### src/rtl/cast_output_port_arbiter_pkg.sv
// Shared router constants (ports, VCs, flit width) and the small index helpers
// used by the output-port switch allocator and, later, the VC allocator.
package cast_output_port_arbiter_pkg;

  localparam int PN     = 5;
  localparam int VN     = 2;
  localparam int DW     = 16;
  localparam int NR_DEF = PN * VN;

  // Requester r = port*VN + vc, so the VC index is simply r mod VN.
  function automatic int vc_of(input int r);
    return r % VN;
  endfunction

  function automatic logic [VN-1:0] vc_onehot(input int r);
    logic [VN-1:0] one;
    one = {{(VN-1){1'b0}}, 1'b1};
    return one << vc_of(r);
  endfunction

  function automatic int port_of(input int r);
    return r / VN;
  endfunction

endpackage

### src/rtl/cast_output_port_arbiter_rr_arbiter.sv
// Combinational round-robin arbiter: searches circularly from last_i+1 and
// returns the one-hot winner plus its encoded index.
module rr_arbiter #(
  parameter  int NR = 4,
  localparam int IW = (NR > 1) ? $clog2(NR) : 1
) (
  input  logic [NR-1:0] req_i,
  input  logic [IW-1:0] last_i,
  output logic [NR-1:0] gnt_o,
  output logic [IW-1:0] idx_o,
  output logic          any_o
);

  logic [IW-1:0] cand;

  // cand wraps explicitly at NR-1 so non-power-of-two NR never indexes past the vector.
  always_comb begin
    gnt_o = '0;
    idx_o = '0;
    any_o = 1'b0;
    cand  = last_i;
    for (int k = 0; k < NR; k++) begin
      cand = (cand == IW'(NR - 1)) ? '0 : cand + 1'b1;
      if (!any_o && req_i[cand]) begin
        any_o = 1'b1;
        idx_o = cand;
      end
    end
    gnt_o[idx_o] = any_o;
  end

endmodule

### src/rtl/cast_output_port_arbiter.sv
// Output-port switch allocator: round-robin grant among all port/VC requesters
// feeding a single-entry valid/ready output register toward the link.
module cast_output_port_arbiter
  import cast_output_port_arbiter_pkg::*;
#(
  parameter int NR      = NR_DEF,
  parameter int PORT_ID = 0
) (
  input  logic          clk,
  input  logic          rstn,
  input  logic [NR-1:0] req_i,
  input  logic [DW-1:0] data_i [NR],
  output logic [NR-1:0] gnt_o,
  output logic [NR-1:0] sel_o,
  output logic [DW-1:0] data_o,
  output logic [VN-1:0] vc_o,
  output logic          valid_o,
  input  logic          ready_i
);

  localparam int IW = (NR > 1) ? $clog2(NR) : 1;

  // Handshake: a flit moves downstream when valid_o & ready_i; while
  // valid_o & ~ready_i the register and pointer hold and no grant is issued.
  logic [IW-1:0] last_q, last_d;
  logic          valid_q, valid_d;
  logic [DW-1:0] data_q, data_d;
  logic [VN-1:0] vc_q, vc_d;

  logic          load;
  logic          grant;
  logic [NR-1:0] win_oh;
  logic [IW-1:0] win_idx;
  logic          win_any;

  rr_arbiter #(.NR(NR)) u_rr (
    .req_i  (req_i),
    .last_i (last_q),
    .gnt_o  (win_oh),
    .idx_o  (win_idx),
    .any_o  (win_any)
  );

  // rstn gates the grant so requesters see no consumption while reset is held.
  always_comb begin
    load    = ~valid_q | ready_i;
    grant   = win_any & load & rstn;
    gnt_o   = grant ? win_oh : '0;
    sel_o   = gnt_o;
    last_d  = last_q;
    valid_d = valid_q;
    data_d  = data_q;
    vc_d    = vc_q;
    if (load) begin
      valid_d = grant;
    end
    if (grant) begin
      data_d = data_i[win_idx];
      vc_d   = vc_onehot(int'(win_idx));
      last_d = win_idx;
    end
  end

  always_ff @(posedge clk or negedge rstn) begin
    if (!rstn) begin
      last_q  <= IW'(NR - 1);
      valid_q <= 1'b0;
      data_q  <= '0;
      vc_q    <= '0;
    end else begin
      last_q  <= last_d;
      valid_q <= valid_d;
      data_q  <= data_d;
      vc_q    <= vc_d;
    end
  end

  assign data_o  = data_q;
  assign vc_o    = vc_q;
  assign valid_o = valid_q;

  a_port_id: assert property (@(posedge clk) (PORT_ID >= 0) && (PORT_ID < PN));

  a_gnt_onehot: assert property (@(posedge clk) disable iff (!rstn) $onehot0(gnt_o));

  a_no_gnt_when_full: assert property (@(posedge clk) disable iff (!rstn)
    (valid_o && !ready_i) |-> (gnt_o == '0));

  a_hold_when_stalled: assert property (@(posedge clk) disable iff (!rstn)
    (valid_o && !ready_i) |=> (valid_o && $stable(data_o) && $stable(vc_o)));

endmodule

### config.mk
export PLATFORM = sky130hd
export DESIGN_NAME = cast_output_port_arbiter
export DESIGN_NICKNAME = d
export VERILOG_FILES = /design/src/rtl/cast_output_port_arbiter_pkg.sv /design/src/rtl/cast_output_port_arbiter_rr_arbiter.sv /design/src/rtl/cast_output_port_arbiter.sv
export SDC_FILE = /design/constraint.sdc
export NUM_CORES = 1
export LEC_CHECK = 0
export CAP_MARGIN = 10
export CELL_PAD_IN_SITES_DETAIL_PLACEMENT = 0
export CELL_PAD_IN_SITES_GLOBAL_PLACEMENT = 2
export CORE_ASPECT_RATIO = 0.8
export CORE_MARGIN = 4
export CORE_UTILIZATION = 25
export DETAILED_ROUTE_END_ITERATION = 7
export HOLD_SLACK_MARGIN = 0.08
export PLACE_DENSITY = 0.85
export SYNTH_ARGS = -nofsm -noshare
export SYNTH_HDL_FRONTEND = slang
export SYNTH_SLANG_ARGS = --single-unit
### constraint.sdc
create_clock -name clk -period 12.6 [get_ports clk]
set_clock_uncertainty 0.2 [all_clocks]
set_input_delay 2.52 -clock clk [delete_from_list [all_inputs] [get_ports clk]]
set_output_delay 2.52 -clock clk [all_outputs]
set_load 0.005 [all_outputs]
After elaboration in Yosys (flattened, before gate mapping) --
Index checks and enable logic that the tools add are counted.
Word-level totals: register bits after elaboration 23, input bits 173
Cells by class: add/subtract/negate cells 10, magnitude comparators 13, equal/unequal tests 10, shift-type cells 1, multiplexer cells 56, bitwise operators 6, reductions and logical operators 19
Operators with widths (count):
- 2-to-1 mux 4 bit | 20
- binary-select mux 16 bit (select 4 bit) | 1
- less-than comparator 4 x 5 -> 1 bit (second input constant) | 11
- adder 4 x 1 -> 4 bit (second input constant) | 10
- binary-select mux 1 bit (select 4 bit) | 10
- == test 4 bit (second input constant) | 10
- 2-to-1 mux 16 bit | 2
- 2-to-1 mux 1 bit | 21
- AND 10 bit | 1
- logical AND 1 bit | 10
- 2-to-1 mux 10 bit | 1
- zero test 1 bit | 9
- >= comparator 5 bit (second input constant) | 1
- NOT 4 -> 5 bit | 1
- demux 1 bit (select 4 bit) | 1
- >= comparator 4 x 1 -> 1 bit (second input constant) | 1
- AND 1 bit | 2
- << shifter 1 x 1 -> 2 bit (first input constant) | 1
- NOT 1 bit | 1
- OR 1 bit | 1

Depth between registers and ports, before layout --
Gate-level depths: netlist of the first run.
depth in word-level cells 38, mapped depth 41, gate-level depth less buffers 35

Cells and area by module --
From an unflattened synthesis of the first run, not the netlist that was laid out.
Second synthesis, totals: cells, all modules 682, area, all modules 5723.0 sq um
Modules (own cells, without submodules):
- rr_arbiter | times used 1, cells each 490, area each 3363.2 sq um, seq. area each 0.0 sq um
- cast_output_port_arbiter | times used 1, cells each 192, area each 2359.8 sq um, seq. area each 578.1 sq um

Worst setup path before layout of the first run --
OpenSTA, ideal clock, no wires.
kind reg2out, start point reg last_q[1], end point out sel_o[0], arrival 8.411 ns, required time 9.880 ns, path slack 1.469 ns, stages on the path, launching flop included 37, buffers on the path 4, cell sequence dfrtp_1 > inv_1 > ha_1 > and3b_1 > nor2_1 > inv_1 > clkbuf_1 > clkbuf_1 > ha_1 > nand2_1 > or4b_1 > o311a_1 > or3_4 > a21boi_4 > nor2_1 > ha_1 > a31oi_2 > ha_1 > nor2_1 > nand4_1 > nor3b_1 > or4b_1 > clkbuf_1 > nor2_1 > nor2_1 > ha_1 > nor3_1 > a21oi_1 > mux2_2 > a32o_1 > or4_1 > and3_1 > nor3_2 > nor2_1 > or2_2 > nor3_1 > buf_4
Between the ends: word-level cells in the longest chain between the ends 38, elaborated cells on any way between the ends 97
Ends and longest elaborated chain:
- start: declaration | line cast_output_port_arbiter.sv:25 | logic [IW-1:0] last_q, last_d;
- start signal: assignment | line cast_output_port_arbiter.sv:66 | last_q <= IW'(NR - 1);
- start signal: assignment | line cast_output_port_arbiter.sv:71 | last_q <= last_d;
- adder 4 x 1 -> 4 bit or == test 4 bit (tied branches) | line cast_output_port_arbiter_rr_arbiter.sv:23 | cand = (cand == IW'(NR - 1)) ? '0 : cand + 1'b1;
- 2-to-1 mux 4 bit (*) | line cast_output_port_arbiter_rr_arbiter.sv:23
- branches (longest 35 deep; another with adder 4 x 1 -> 4 bit)
- 2-to-1 mux 10 bit (*) | line cast_output_port_arbiter.sv:48 | gnt_o = grant ? win_oh : '0;
- end: declaration | line cast_output_port_arbiter.sv:14 | output logic [NR-1:0] sel_o,
Every way passes the cells marked *. The select of a mux whose other input is x is not followed.

Worst setup path in the final report of the first run --
start point reg last_q[0], end point out sel_o[0]
Same word-level chain as after synthesis.

==> results by stage, run 1 <==
Clock tree:
- In this run the post-CTS setup repair buffer count came out at 0.
- In this run, post-CTS hold repair placed 0 buffers.
- Clock-pin slew was measured on the worst setup and hold paths at approximately 70 ps.
- The clock passes through at most 2 buffers.
- For the worst-skew pair, the clock arrives at the later sink with an insertion delay of around 270 ps.
- The cell sitting at the root of the clock tree is a sky130_fd_sc_hd__clkbuf_16.
- Clock tree synthesis found a total of 23 sinks.
- The clock tree from TritonCTS is done.
- The number of levels in the clock H-tree is 1.
- The CTS buffer count is 3.

Routing:
- In this run, the number of DRC markers left after iteration 0 of detailed routing was between 400 and 500.
- The final route contains just over 6k vias.
- The post-detailed-route wirelength per cell is about 20 µm.
- The detailed-route wire length is approximately 22000 µm.
- The number of iterations in the first detailed-routing pass is 5.
- For this run, design rule violations remaining after detail routing come to 0.
- The antenna violation net count after detailed routing is 0.
- The mean number of vias per cell is 5.39.

Worst hold path:
- In this run the most critical hold path is launched from vc_o[0].
- The worst hold path belongs to the class reg -> reg.
- The cell count of the worst hold path is 1.
- The path with the worst hold slack has its endpoint at vc_o[0].

Global route:
- The via count of the first global-routing pass is between 6k and 7k.
- Entering global routing, the biggest net connects 57 pins.
- Global routing used between 10% and 20% of the available tracks across all layers.
- The global routing stage identified its most utilized layer as met2.
- The met1 routing resource usage after global routing is a little over a quarter.
- For this run, global-route usage on met3 was measured as 2.89%.
- For this run, global-route usage on met2 was measured as 27.8%.
- After global routing the overflow that remains totals 0.
- The initial antenna violation count is 0.
- The first-pass GRT wire length is about 35000 µm.

Floorplan:
- In this run the horizontal extent of the chip is between 150 and 200 µm.
- In this run the count of I/O pins placed on the die edge is 212.
- In this run the core area contains between 40 and 50 standard-cell rows.
- The die is 140 µm tall.
- For this configuration, the core starts out at a cell density of ~25%.
- The placeable core region is approximately 22000 µm².
- The floorplan step defined a die boundary enclosing between 20000 and 25000 µm².

Finish:
- The total number of nets in the final design is around 1.1k.
- In the layout the commonest cells are 211 x sky130_fd_sc_hd__clkdlybuf4s50_1, 63 x sky130_fd_sc_hd__nor2_1, 62 x sky130_fd_sc_hd__nand2_1, 52 x sky130_fd_sc_hd__mux2_2, 25 x sky130_fd_sc_hd__mux2_1.
- The library cell used most frequently in the layout, excluding fill and tap cells, is sky130_fd_sc_hd__clkdlybuf4s50_1.
- The antenna cell count is 0.
- From synthesis to final layout, the design area changed by 44.0%.
- Of the cells placed in the final design, the portion with a size suffix greater than 1 is approximately 16%.

Place:
- Summed over all nets, the half-perimeter wirelength after detailed placement is between 15000 and 20000 µm.
- The placer congestion estimate is slightly below 0.9.
- The count of port buffers added during placement is around 210.

Logic synthesis:
- The synthesis warning total is 0.
- The sequential share of the synthesized area is around a tenth.
- The flip-flop and latch count after synthesis is 23.
- The average cell area after synthesis is approximately 8 µm².
- In the synthesized netlist the dominant register cell turns out to be sky130_fd_sc_hd__dfrtp_1.
- The count of unique library cells instantiated by Yosys is a little under 100.
- In the synthesized netlist, the number of instances is between 600 and 700.
- The number of nets handed over by synthesis was ~870.
- The proportion of synthesized flip-flops having asynchronous set or reset is 100%.
- Yosys mapped a number of flops with a built-in enable equal to 0.
- The area of the mapped netlist is approximately 5500 µm².

Critical path:
- For the worst flop-to-flop path, the logic depth is 31.
- STA classifies the critical path endpoint as an output pin.
- The element type at the critical path start is a register.
- The worst register-to-register path has a setup slack of 3070 ps.
- Data on the critical path is required at its endpoint by just under 10000 ps.
- The setup path with the least slack is of type reg -> out.
- The worst register-to-register path ends at data_o[7].
- On the worst path, the slowest cell contributes a delay of between 600 and 700 ps.
- The critical path's slowest cell is sky130_fd_sc_hd__dfstp_2.
- The beginning of the worst register-to-register path is last_q[0].
- Data arrives at the worst endpoint at roughly 9400 ps.
- The top fanout value on the critical path is 9.

STA:
- The count of pins over their slew limit is 0.
- Setup repair after global routing left no endpoint under its margin.
- The final count of hold timing violations is 0.
- The worst pin sits at a relative slew slack of ~29%.
- At the pin with the least slew margin, the transition time is around 1000 ps.
- The share of the cycle needed by the critical path after routing is around 96%.
- The upper clock frequency limit is approximately 83 MHz.
- The routed design could run at a clock period as short as roughly 12000 ps.
- The total negative slack for setup checks is 0 ps.
- The number of setup violations in the final report is 0.

Run:
- The max-cap violation count is 0.

Run status:
- The run finished with clean final reports.
## through the flow
step	instances	worst slack, ps	instance area, µm²	utilization (%)	hold slack (ps)
after floorplan	680	1470	5460	-	274
after global placement	1133	709	7750	36.0	285
after detailed placement	1133	521	7750	36.0	290
after CTS	1137	233	7830	36.4	306
after global routing	1137	26.7	7860	36.6	328
final	1137	503	7860	36.6	298
## state kept, by name, indices dropped and copies added, names as in the netlist
signal   count
data_o      16
last_q       4
valid_o      1
vc_o         2
## worst max-delay path: cells and delay by family, from the launching register on
kind	cells	cell delay (ps)
adder cells (fa/ha/maj)	5	1540
multiplexers	1	290
AO/OA/AOI/OAI	7	1620
buffers and inverters	1	590
flip-flops	1	640
AND/OR/NAND/NOR	17	4420
## final cells by class
| cell class | count | area (µm²) |
|---|---|---|
| fill | 2265 | 13600 |
| multi-input combinational | 589 | 4570 |
| timing repair buffer | 223 | 2200 |
| sequential | 23 | 578 |
| tap | 275 | 344 |
| inverter | 23 | 86.3 |
| clock buffer | 3 | 75.1 |
| clock inverter | 1 | 5.00 |
## cells by family (layout without fill, tap and decap cells)
kind of cell,after synthesis,in the layout,synth area share [%]
AOI/OAI and AO/OA,201,201,30.0
xor gates and xnor gates,8,8,1.79
adders and majority gates,20,20,4.58
buffers and inverters,68,250,6.60
DFF,23,23,10.6
muxes,103,103,21.3
and+or+nand+nor,257,257,25.2
## synth_stat cells, types with 6 or more instances
cell type                  number  area (µm²)
sky130_fd_sc_hd__nand4_1        8        50.1
sky130_fd_sc_hd__buf_4         18         135
sky130_fd_sc_hd__mux2i_1       19         190
sky130_fd_sc_hd__nor3b_1        6        45.0
sky130_fd_sc_hd__a22oi_1       16         120
sky130_fd_sc_hd__nand2_1       62         233
sky130_fd_sc_hd__mux2_4         7         105
sky130_fd_sc_hd__nor3_1        20         100
sky130_fd_sc_hd__mux2_2        52         586
sky130_fd_sc_hd__a31oi_1       21         131
sky130_fd_sc_hd__mux2_1        25         282
sky130_fd_sc_hd__inv_1         22        82.6
sky130_fd_sc_hd__dfrtp_1       21         526
sky130_fd_sc_hd__ha_1          20         250
sky130_fd_sc_hd__nor2b_1        8        50.1
sky130_fd_sc_hd__o21a_1         8        60.1
sky130_fd_sc_hd__buf_2         12        60.1
sky130_fd_sc_hd__nand2b_1      13        81.3
sky130_fd_sc_hd__a221oi_1      12         105
sky130_fd_sc_hd__clkbuf_1      11        41.3
sky130_fd_sc_hd__nor2_1        64         240
sky130_fd_sc_hd__o211ai_1       6        45.0
sky130_fd_sc_hd__o21ai_0       22         110
sky130_fd_sc_hd__a21oi_1       16        80.1
sky130_fd_sc_hd__and3_1         9        56.3
sky130_fd_sc_hd__a221oi_2       9         135
sky130_fd_sc_hd__nand3_1       19        95.1
## repair_timing
item | in CTS | in global routing
endpoints found under the hold margin | 0 | 0
endpoints found under the setup margin | 0 | 16
resized for setup | 0 | 7
## per-layer routing
metal | wire [µm] | part of all wire, %
met5 | 0 | 0
met4 | 146 | 0.65
met3 | 1450 | 6.4
met2 | 10100 | 45
met1 | 10800 | 48
## worst max path at each step
stage                   start       end  slack [ps]
finish              last_q[0]  sel_o[0]         500
global route        last_q[0]  gnt_o[0]          30
CTS                 last_q[0]  gnt_o[3]         230
detailed placement  last_q[0]  gnt_o[3]         520
global placement    last_q[0]  gnt_o[3]         710
floorplan           last_q[1]  sel_o[0]        1470
Power of run 1 is not shown: default switching activity piles up to over one toggle a cycle in this logic, so the estimate is an artifact.
==> run 2: changes to the inputs <==
--- a/config.mk
+++ b/config.mk
@@ -14,6 +14,7 @@
 export DETAILED_ROUTE_END_ITERATION = 7
 export HOLD_SLACK_MARGIN = 0.08
 export PLACE_DENSITY = 0.85
+export SKIP_LAST_GASP = 1
 export SYNTH_ARGS = -nofsm -noshare
 export SYNTH_HDL_FRONTEND = slang
 export SYNTH_SLANG_ARGS = --single-unit
==> results of run 2 <==
Same layout as run 1: the final DEF is identical, and so are final timing and power.
Power of run 2 is left out for the same reason.
==> run 3: changes to the inputs <==
--- a/config.mk
+++ b/config.mk
@@ -5,15 +5,16 @@
 export SDC_FILE = /design/constraint.sdc
 export NUM_CORES = 1
 export LEC_CHECK = 0
+export ABC_AREA = 1
 export CAP_MARGIN = 10
 export CELL_PAD_IN_SITES_DETAIL_PLACEMENT = 0
 export CELL_PAD_IN_SITES_GLOBAL_PLACEMENT = 2
 export CORE_ASPECT_RATIO = 0.8
 export CORE_MARGIN = 4
-export CORE_UTILIZATION = 25
+export CORE_UTILIZATION = 19
 export DETAILED_ROUTE_END_ITERATION = 7
 export HOLD_SLACK_MARGIN = 0.08
-export PLACE_DENSITY = 0.85
+export PLACE_DENSITY = 0.8
 export SKIP_LAST_GASP = 1
 export SYNTH_ARGS = -nofsm -noshare
 export SYNTH_HDL_FRONTEND = slang
==> constraint.sdc (replaced) <==
create_clock -name clk -period 10.3 [get_ports clk]
set_clock_uncertainty 0.2 [all_clocks]
set_input_delay 2.06 -clock clk [delete_from_list [all_inputs] [get_ports clk]]
set_output_delay 2.06 -clock clk [all_outputs]
set_load 0.005 [all_outputs]
==> run 3 against run 2 <==
  * Non-clock buffer count up 4
  * Final cell count increased by 36%
  * Count of clock-buffer cells in the layout increased by 1
  * Flip-flop and latch count did not move
  * Die area increased by 29%
  * Sequential share of layout area is essentially flat
  * Critical path type unchanged
  * Global-route usage down 3.1 points
  * Final area rose by 0.46%
  * Register-to-register slack worse by 620 ps
==> results by stage, run 3 <==
Finish:
- The most common cell after layout, fill and taps aside is sky130_fd_sc_hd__nand2_1.
- The antenna cell count is 0 (unchanged).
- The post-route standard cell area excluding fillers is 7900 µm² (+0.46%).
- The sequential cell area is 578 µm² (unchanged).
- The number of fillers in the final layout is 3156 (+39%).
- The total number of nets in the final design came to 1372 (+30%).
- The multi-input combinational cell area came to 4110 µm² (-10%).
- In the layout the commonest cells are 412 x sky130_fd_sc_hd__nand2_1, 211 x sky130_fd_sc_hd__clkdlybuf4s50_1, 153 x sky130_fd_sc_hd__nand3_1, 97 x sky130_fd_sc_hd__inv_1, 37 x sky130_fd_sc_hd__nand2_2.
- The ratio of cells with drive above 1 in the final layout is 11.3% (-4.4 points).
- The layout-stage area growth over the synthesis result is 46.2%.
- The flip-flop count of the largest register after layout is 16 (unchanged).

Critical path:
- The critical path's slowest cell is sky130_fd_sc_hd__dfstp_2.
- The reg2reg setup slack was 2450 ps (-620 ps).
- In this run the worst setup path begins at last_q[0].
- The beginning of the worst register-to-register path is last_q[0].
- The signal arrival time at the worst endpoint came to 7530 ps (-1850 ps).
- The data required time at the worst endpoint is 8040 ps (-1840 ps).
- The critical setup path kind is reg -> out.
- The element type at the critical path end is an output pin.
- The maximum cell stage delay along the critical path is 580 ps (-60 ps).
- The top fanout value on the critical path was 9 (unchanged).
- The most numerous cell on the critical path is sky130_fd_sc_hd__inv_1.
- The element type at the critical path start is a register.

Logic synthesis:
- The synthesized net count is 1195 (+37%).
- The proportion of synthesized flip-flops having asynchronous set or reset is 100% (unchanged).
- In the post-synthesis netlist, the cell with the most instances is sky130_fd_sc_hd__nand2_1.
- Summed over all instances, the cell type with the most area after synthesis is sky130_fd_sc_hd__nand2_1.
- The synthesis warning total is 0 (unchanged).
- The flip-flop and latch count after synthesis is 23 (unchanged).
- The top cell type's share of synthesized area was 28.7% (+18 points).
- In the post-synthesis netlist, the biggest area contributors are sky130_fd_sc_hd__nand2_1 29%, sky130_fd_sc_hd__nand3_1 14%, sky130_fd_sc_hd__dfrtp_1 9.7%.
- Among all flip-flop cells after synthesis, the most frequent one is sky130_fd_sc_hd__dfrtp_1.
- The count of unique library cells instantiated by Yosys is 48 (-51%).
- The synthesized instance count is 1002 (+47%).
- The number of enable flip-flop cells after synthesis is 0 (unchanged).
- The area of the mapped netlist came to 5400 µm² (-1.0%).
- The sequential share of the synthesized area is 10.7% (+0.11 points).
- Ranked by instance count, the synthesized netlist is headed by 413 x sky130_fd_sc_hd__nand2_1, 153 x sky130_fd_sc_hd__nand3_1, 97 x sky130_fd_sc_hd__inv_1.
- The average cell area after synthesis is 5.39 µm² (-33%).

Run status:
- The flow ran to the end, and the final reports show no timing, DRC or antenna violations.

Global route:
- The global-route congestion overflow total is 0 (unchanged).
- The via count of the first global-routing pass is 6335 (+5.3%).
- The first-pass GRT wire length is 37300 µm (+7.6%).
- The all-layer global routing usage is 14.6% (-3.1 points).
- The maximum number of pins on one net before global-route repair was 81 (+42%).
- The initial antenna violation count was 2 (+2).

Floorplan:
- The number of core rows is 54 (+13%).
- The number of I/O pins is 212 (unchanged).
- The placeable core region is 27600 µm² (+29%).
- The effective utilization at floorplan came to 19.6% (-5.8 points).
- The die span in x is 197 µm (+13%).
- The area enclosed by the die boundary is 31200 µm² (+29%).
- The die boundary height is 159 µm (+13%).

STA:
- The smallest clock period supported by the final layout is computed as approximately 9800 ps.
- The count of pins over their slew limit came to 0 (unchanged).
- The number of setup violations in the final report is 0 (unchanged).
- The worst slew margin relative to its limit is 37.3% (+8.2 points).
- Based on the critical path, the design can be clocked at up to about 100 MHz.
- The transition time at the pin with the least slew margin is 940 ps (-93.2 ps).
- The final count of hold timing violations is 0 (unchanged).
- After layout, the worst path uses a little over nine tenths of the clock period.

Worst hold path:
- The launch point of the worst hold path is data_o[15].
- In this run the worst hold path is classified as reg -> reg.

Clock tree:
- The insertion delay of the later-clocked pin in the worst-skew pair is 260 ps (about the same).
- TritonCTS built the clock tree.
- The quantity of hold-fixing buffers added after cts came to 0 (unchanged).
- The CTS buffer count is 3 (unchanged).
- The TritonCTS sink count came to 23 (unchanged).
- The clock root buffer is sky130_fd_sc_hd__clkbuf_16.
- The CTS clock-pin slew for the worst setup and hold paths is 70 ps (about the same).
- The worst-case clock buffer depth is 2 (unchanged).
- The number of levels in the clock H-tree came to 1 (unchanged).

Place:
- The placer congestion estimate is 0.861 (-2.1%).
- The post-detailed-placement half-perimeter wirelength is 19400 µm (+4.3%).
- The count of port buffers added during placement is 211 (unchanged).
- The post-place instance area is 7780 µm² (+0.39%).

Routing:
- The number of vias in the routed layout was 6792 (+11%).
- The detailed-route wire length came to 24400 µm (+8.6%).
- The post-detailed-route wirelength per cell is 15.8 µm (-20%).
- The antenna violation net count after detailed routing is 0 (unchanged).
- The final routed DRC violation total is 0 (unchanged).
- The number of iterations in the first detailed-routing pass is 5 (unchanged).
- The initial detailed-routing violation count is 490 (+20%).
- The mean number of vias per cell is 4.40 (-18%).

Run:
- The max-cap violation count came to 0 (unchanged).
-- run 3: cell types whose count changed after synthesis, sizes merged, moves of 10 or more --
cell    previous run  this run
nand2b            13         0
or2                4        17
a221oi            21         0
nand2             62       457
nor2              64        50
a31oi             23         1
inv               23       112
mux2i             19         0
mux2              84         0
nand3             22       163
and3              11         0
a22oi             16         1
nor2b             10         0
-- run 3: layer usage --
metal	GRT usage (%)	wire, µm	vias to the layer above
li1	-	-	3531
met1	22.1	12400	3039
met2	22.1	10300	206
met3	2.61	1500	12
met4	1.49	183	4
met5	0	22	-
-- run 3: metrics by stage --
step	setup WS (ps)	instances	hold WS [ps]	util [%]	setup TNS (ps)
2_1_floorplan	970	1002	273	-	0
3_3_place_gp	711	1538	334	28.2	0
3_5_place_dp	531	1538	339	28.2	0
4_1_cts	239	1542	356	28.4	0
5_1_grt	-7.68	1542	396	28.6	-8.45
6_report	506	1542	350	28.6	0
-- run 3: cell type report --
cell class | instances | area share (%)
clock buffer | 4 | 0.998
multi-input combinational | 805 | 52.0
inverter | 119 | 5.65
sequential | 23 | 7.32
timing repair buffer | 227 | 28.3
tap | 364 | 5.76
-- run 3: worst max-delay path, delay by kind of cell (launching register included) --
family                     cells  cell delay (ps)
adders and majority gates      9             2580
DFF                            1              580
and+or+nand+nor               16             2330
buffers and inverters         13             1650
AOI/OAI and AO/OA              1              140
-- run 3: repair_timing --
action                                  CTS  global route
buffers inserted                          0             0
gates resized for setup                   0             7
endpoints found under the setup margin    0            20
-- run 3: path summary, 6_finish.rpt --
check	cells after the start	to
max in group asynchronous	2	last_q[0]
min	3	data_o[15]
min in group asynchronous	2	data_o[0]
max	39	gnt_o[9]
min reg2reg	3	data_o[15]
max reg2reg	44	data_o[13]
-- run 3: cells by family after synthesis --
group                      synth area share, %
and+or+nand+nor                           63.2
buffers and inverters                     14.1
AOI/OAI and AO/OA                         7.36
DFF                                       10.7
adders and majority gates                 4.63
Power of run 3 is left out for the same reason.
